### src/rtl/pattern_rom_seq.sv
// Burst sequencer that streams computed pattern words (one-hot, thermometer, reverse
// one-hot, inverted one-hot). Define PATTERN_ROM_PARITY_EN to add the registered dout_par output.
module pattern_rom_seq #(
  parameter int WIDTH = 8,
  parameter int DEPTH = 8,
  parameter int AW    = 3
) (
  input  logic             clk,
  input  logic             rst_n,
  input  logic             req,
  input  logic [AW-1:0]    addr,
  input  logic [AW-1:0]    len,
  input  logic [1:0]       mode,
  output logic             busy,
  output logic [WIDTH-1:0] dout,
  output logic             dout_valid,
  output logic             done,
  output logic             err
`ifdef PATTERN_ROM_PARITY_EN
  ,
  output logic             dout_par
`endif
);

  typedef enum logic {IDLE, READ} state_t;

  localparam logic [AW:0]   DEPTH_W = (AW+1)'(DEPTH);
  localparam logic [AW-1:0] LAST    = AW'(DEPTH - 1);
  localparam logic [AW:0]   ONE_W   = (AW+1)'(1);

  state_t           state, state_next;
  logic [AW-1:0]    rd_addr, rd_addr_next;
  logic [AW:0]      remaining, remaining_next;
  logic [1:0]       mode_q, mode_next;
  logic [WIDTH-1:0] dout_next;
  logic             valid_next, done_next, err_next;
  logic             addr_ok;

  function automatic logic [WIDTH-1:0] pattern_word(input logic [1:0] m, input logic [AW-1:0] a);
    logic [WIDTH-1:0] w;
    w = '0;
    for (int i = 0; i < WIDTH; i++) begin
      case (m)
        2'd0:    w[i] = (i == int'(a));
        2'd1:    w[i] = (i <= int'(a));
        2'd2:    w[i] = (i == WIDTH - 1 - int'(a));
        default: w[i] = (i != int'(a));
      endcase
    end
    return w;
  endfunction

  assign addr_ok = ({1'b0, addr} < DEPTH_W);
  assign busy    = (state == READ);

  always_ff @(posedge clk or negedge rst_n) begin
    if (!rst_n) state <= IDLE;
    else        state <= state_next;
  end

  // The FSM stays in READ for the cycle that shows the last word, so a done
  // pulse is always followed by one IDLE cycle before a new burst can start.
  always_comb begin
    state_next     = state;
    rd_addr_next   = rd_addr;
    remaining_next = remaining;
    mode_next      = mode_q;
    dout_next      = dout;
    valid_next     = 1'b0;
    done_next      = 1'b0;
    err_next       = 1'b0;
    case (state)
      IDLE: begin
        if (req) begin
          if (addr_ok) begin
            state_next     = READ;
            rd_addr_next   = addr;
            remaining_next = (len == '0) ? DEPTH_W : {1'b0, len};
            mode_next      = mode;
          end else begin
            err_next = 1'b1;
          end
        end
      end
      READ: begin
        if (done) begin
          state_next = IDLE;
        end else begin
          dout_next      = pattern_word(mode_q, rd_addr);
          valid_next     = 1'b1;
          done_next      = (remaining == ONE_W);
          remaining_next = remaining - ONE_W;
          rd_addr_next   = (rd_addr == LAST) ? '0 : rd_addr + AW'(1);
        end
      end
      default: state_next = IDLE;
    endcase
  end

  always_ff @(posedge clk or negedge rst_n) begin
    if (!rst_n) begin
      rd_addr    <= '0;
      remaining  <= '0;
      mode_q     <= '0;
      dout       <= '0;
      dout_valid <= 1'b0;
      done       <= 1'b0;
      err        <= 1'b0;
    end else begin
      rd_addr    <= rd_addr_next;
      remaining  <= remaining_next;
      mode_q     <= mode_next;
      dout       <= dout_next;
      dout_valid <= valid_next;
      done       <= done_next;
      err        <= err_next;
    end
  end

`ifdef PATTERN_ROM_PARITY_EN
  always_ff @(posedge clk or negedge rst_n) begin
    if (!rst_n) dout_par <= 1'b0;
    else        dout_par <= ^dout_next;
  end
`endif

endmodule
### config.mk
export PLATFORM = sky130hd
export DESIGN_NAME = pattern_rom_seq
export DESIGN_NICKNAME = d
export VERILOG_FILES = /design/src/rtl/pattern_rom_seq.sv
export SDC_FILE = /design/constraint.sdc
export NUM_CORES = 1
export LEC_CHECK = 0
export ABC_AREA = 1
export CORE_MARGIN = 1
export CORE_UTILIZATION = 30
export CTS_CLUSTER_SIZE = 24
export DETAILED_ROUTE_END_ITERATION = 10
export SLEW_MARGIN = 20
export SYNTH_ARGS = -nofsm -noshare
export SYNTH_HDL_FRONTEND = slang
export SYNTH_SLANG_ARGS = --single-unit
### constraint.sdc
create_clock -name clk -period 1.4 [get_ports clk]
set_input_delay 0.28 -clock clk [delete_from_list [all_inputs] [get_ports clk]]
set_output_delay 0.28 -clock clk [all_outputs]
set_load 0.01 [all_outputs]
## After elaboration in Yosys (flattened, before gate mapping)

Cells that the tools add are included.

- $add $sub $neg: 3
- Magnitude comparators: 7
- Reduce and logical (&&, ||, !) cells: 8
- Eq/ne operators: 27
- Bitwise operators: 2
- Mux-type cells: 22

Operators by type and width:

| kind | number |
|---|---|
| logical NOT 32 bit | 1 |
| one-hot mux 1 bit (3 select lines) | 8 |
| equality test 4 bit (first input constant) | 4 |
| equality test 3 bit (first input constant) | 4 |
| less-or-equal comparator 3 bit (first input constant) | 4 |
| 2-to-1 mux 4 bit | 3 |
| != test 3 bit (first input constant) | 4 |
| 2-to-1 mux 3 bit | 3 |
| equality test 3 x 4 -> 1 bit (first input constant) | 2 |
| one-hot mux 4 bit (2 select lines) | 1 |
| equality test 2 x 3 -> 1 bit (first input constant) | 2 |
| less-or-equal comparator 2 x 3 -> 1 bit (first input constant) | 2 |
| logical NOT 3 bit | 2 |
| != test 2 x 3 -> 1 bit (first input constant) | 2 |
| one-hot mux 3 bit (2 select lines) | 1 |
| AND reduction 2 bit | 3 |
| 2-to-1 mux 1 bit | 5 |
| equality test 2 x 4 -> 1 bit (first input constant) | 1 |
| equality test 4 x 1 -> 1 bit (second input constant) | 1 |
| != test 2 bit (second input constant) | 2 |
| subtractor 3 x 3 -> 4 bit (first input constant) | 1 |
| subtractor 4 x 1 -> 4 bit (second input constant) | 1 |
| adder 3 x 1 -> 3 bit (second input constant) | 1 |
| equality test 1 x 3 -> 1 bit (first input constant) | 1 |
| other kinds (9) | 10 |

- Output and inout bits: 12
- Bits in registers: 20
- Input bits: 11
- Logic and storage cells: 76

## Longest topological paths before layout

Gate-level depths: netlist of the first run.

- Word-level depth: 4
- Depth in mapped cells: 8
- Gate-level depth less buffers: 8

## Worst setup path after synthesis of the first run

No wires, ideal clock.

- Kind: reg-to-reg
- Start: register rd_addr[0]
- End: register dout[7]
- Buffers on the path: 0
- Setup slack: 0.089 ns
- Required time: 1.283 ns
- Period minus slack after synthesis: 1.311 ns
- Arrival: 1.194 ns
- Stages on the path, launching flop included: 7
- Library setup time: 0.117 ns
- Path through: dfrtp_1 -> ha_1 -> ha_1 -> a21oi_2 -> nand3_1 -> o21ai_1 -> inv_1

- Word-level cells in the longest chain between the ends: 3
- Elaborated cells between the ends (all ways): 6
- Those cells by class: add/sub (1); order compare (1); eq/ne (3); mux (1)

RTL lines:

| item | RTL line | text |
|---|---|---|
| start: declaration | 32 | `logic [AW-1:0] rd_addr, rd_addr_next;` |
| start signal: assignment | 110 | `rd_addr <= rd_addr_next;` |
| subtractor 3 x 3 -> 4 bit | 46 | `2'd2: w[i] = (i == WIDTH - 1 - int'(a));` |
| equality test 4 bit | 46 |  |
| one-hot mux 1 bit (3 select lines) (*) | 43 | `case (m)` |
| end signal: assignment | 113 | `dout <= dout_next;` |
| end: declaration | 15 | `output logic [WIDTH-1:0] dout,` |

Mark *: on every way between the ends. The rest lies on a longest branch, timed or not.
A chain may end at the register's enable or synchronous reset.

## Worst setup path after layout of the first run

- Start: register state, in the netlist busy
- End: register remaining[2]

- Word-level cells in the longest chain between the ends: 3
- Elaborated cells between the ends (all ways): 5
- Those cells by class: eq/ne (2); mux (1); bitwise (1); reduce/logical (1)

RTL lines:

| item | RTL line | text |
|---|---|---|
| start: declaration | 31 | `state_t state, state_next;` |
| start signal: assignment | 58 | `else state <= state_next;` |
| NOT 1 bit (no source line) | -- |  |
| != test 2 bit (no source line) | -- |  |
| AND reduction 2 bit (no source line) | -- |  |
| end signal: assignment | 111 | `remaining <= remaining_next;` |
| end: declaration | 33 | `logic [AW:0] remaining, remaining_next;` |

Parallel ways exist; a longest one is shown, timed or not.

==> flow_metrics.tcl, run 1 <==
set metrics [dict create \
    placementRows 24 \
    synthAdderAreaFrac_pct 7.32 \
    synth_top_family_by_area "simple AND/OR/NAND/NOR gates" \
    antenna_left 0 \
    worst_setup_path_start_kind "flip-flop" \
    grt_use_met2_pct 21.8 \
    path_max_fanout 12 \
    cts.sinks 20 \
    grt_pass1_vias 1177 \
    grt_max_degree 21 \
    coreArea_sq_um 4350 \
    htreeDepth 1 \
    ys.warnings.count 0 \
    cts-root-buf "clkbuf_8" \
    vdd_drop_max_uv 1200 \
    crit_path_end_kind "flip-flop" \
    final_area_sq_um 1760 \
    synthesis.area_sq_um 1370 \
    fin_crit_sh_pct 94.8 \
    setup_viol 0 \
    required_ps 1570 \
    dieWidth_microns 69.5 \
    start_util_pct 31.4 \
    met3_usage_pct 3.78 \
    path_class "reg -> reg" \
    n_antenna_cell 0 \
    drt_wl_total_microns 2970 \
    yosys.area.top_type "dfrtp_1" \
    combPwrFrac_pct 62.4 \
    syn-num-nets 199 \
    drcViolationCount 0 \
    syn2layout_area_growth_pct 28.5 \
    synthCells 180 \
    postPlaceCellArea_sq_um 1670 \
    switching_share_pct 46.4 \
    fmax_mhz 754 \
    nets 231 \
    cts_tree "done" \
    top_usage_layer "met2" \
    yosys-mux-area-fraction_pct 0 \
    synth_xor_area_share_pct 0 \
    synth_cell_type_count 30 \
    arrival_ps 1500 \
    grt_usage_pct 13.5 \
    io_pins 23 \
    p_leak_nw 0.850 \
    slew_viol_final 0 \
    antenna_found_initial 0 \
    powerDensity_nw_per_um2 2620 \
    rsz0062_at_grt "yes" \
    seq_power_share_pct 24.7 \
    r2r_cells 8 \
    p_clk_share_pct 13.0 \
    die_h_microns 69.5 \
    hold_path_class "in -> async" \
    yosys.area_share.simple_pct 32.6 \
    viasPerCell 4.62 \
    hold_violations 0 \
    met1_usage_pct 17.7 \
    yosysTopAreaCellShare_pct 36.6 \
    dp_hpwl_microns 2210 \
    ys.flop_type "dfrtp_1" \
    status "complete, no violations" \
    seq_area_frac_synth_pct 36.6 \
    p_sw_mw 2.14 \
    yosys_register_bits 20 \
    clock_latency_ps 270 \
    vias 1214 \
    postCtsHoldBufs 0 \
    routedWlPerCell_microns 11.3 \
    fin_worst_skew_ps 8.80 \
    synthArstFlopShare_pct 100 \
    drive_gt1_share_pct 22.7 \
    grt_pass1_wl_microns 5260 \
    cts.reportedPaths.clkPinSlew_ps 90 \
    die-area_sq_um 4830 \
    synth_edf_count 0 \
    gp_congestion 0.892 \
    first_iter_violations 80 \
    yosys-top-cells-area "dfrtp_1, nand2_1, ha_1" \
    clock_path_buffers 2 \
    post-route-min-period_ps 1330 \
    postSynthAreaPerCell_sq_um 7.60 \
    port_buffers 21 \
    internal-power_mw 2.47 \
    max-cap-violations 0 \
    whs_ps 350 \
    numCtsBuffers 3 \
    first_pass_iters 4 \
    setup_tns_ps 0 \
    synth_compound_area_share_pct 11.3 \
    overflow 0 \
]
-- state kept, by name, summed over array words and instances (netlist names) --
| register | flops |
|---|---|
| busy | 1 |
| remaining | 4 |
| dout_valid | 1 |
| done | 1 |
| dout | 8 |
| mode_q | 2 |
| rd_addr | 3 |
-- cells in the mapped netlist, types with 2 or more instances --
library cell   n
buf_4          4
a21oi_1        9
nand2_2        2
inv_4          2
dfrtp_1       20
nand2_1       45
o21ai_1        7
nand2_4        3
a21oi_2        3
nor2_2         3
inv_2          5
nor2_1        19
o21ai_0        3
inv_1         12
nand3_1       20
ha_1           8
buf_6          2
-- power by group through the flow --
stage                     registers, mW  clock network [mW]  logic (mW)
after floorplan                    1.14                   0        2.06
after global placement             1.17                   0        2.83
after detailed placement           1.17                   0        2.84
after CTS                          1.14               0.617        2.80
after global routing               1.18               0.637        3.26
final                              1.14               0.599        2.87
-- worst paths after layout --
check                               end  slack (ps)     from
max                        remaining[2]          70     busy
min                             dout[1]         350    rst_n
max reg2reg                remaining[2]          70     busy
min reg2reg                     dout[6]         480  dout[6]
max in group asynchronous          busy         810    rst_n
min in group clk                dout[6]         480  dout[6]
-- layout by cell type (no fill, tap or decap), types with 3 or more instances in the layout --
master	netlist	routed
buf_4	4	13
nand2_1	45	45
a21oi_2	3	3
o21ai_1	7	7
ha_1	8	6
nor2_1	19	18
nor2_2	3	4
dfrtp_1	20	18
dlygate4sd2_1	0	11
clkdlybuf4s50_1	0	10
clkbuf_8	0	3
a21oi_1	9	9
inv_2	5	6
nand3_1	20	20
inv_1	12	11
-- through the flow --
stage | setup slack [ps] | utilization [%] | std cells | total power [mW]
3_3_place_gp | 63.6 | 38.2 | 258 | 4.00
6_report | 73.0 | 40.4 | 263 | 4.61
2_1_floorplan | 88.5 | - | 180 | 3.20
5_1_grt | -0.560 | 40.4 | 263 | 5.07
3_5_place_dp | 26.8 | 38.2 | 258 | 4.01
4_1_cts | 46.4 | 39.8 | 263 | 4.55
-- metal layers --
layer | vias to the layer above | part of all wire [%]
met4 | 0 | 1.4
met1 | 539 | 47
met2 | 30 | 47
met5 | - | 0
met3 | 6 | 4.0
li1 | 639 | -
-- kinds of logic after synthesis --
logic type | after synthesis
AND/OR/NAND/NOR | 97
buffers and inverters | 28
AO/OA/AOI/OAI | 26
flip-flops | 20
adder cells (fa/ha/maj) | 8
other | 1
-- worst max-delay path, cell delays in order, from the launching register on --
cell	delay, ps
dfrtp_2	410
buf_4	160
buf_4	160
inv_6	80
nand2_4	70
nand2_8	110
nand2_1	80
o21ai_2	130
inv_2	30
-- final cells by class --
type | instances | area [sq um]
multi-input cells | 132 | 728
repair buffers | 34 | 294
clock buffers | 3 | 41.3
inverters | 21 | 96.3
fillers | 462 | 2600
well taps | 52 | 65.1
flip-flops and latches | 20 | 503
clock inverters | 1 | 30.0
-- what timing repair did --
| action | CTS | global route |
|---|---|---|
| resized for setup | 12 | 9 |
| setup endpoints to repair | 11 | 5 |
| setup buffers | 1 | 0 |
(Power assumes the default switching activity.)
==> run 2, diff against run 1 <==
- SLEW_MARGIN: 20 -> not set
==> results of run 2 <==
Same layout as run 1: the final DEF is identical, and so are final timing and power.
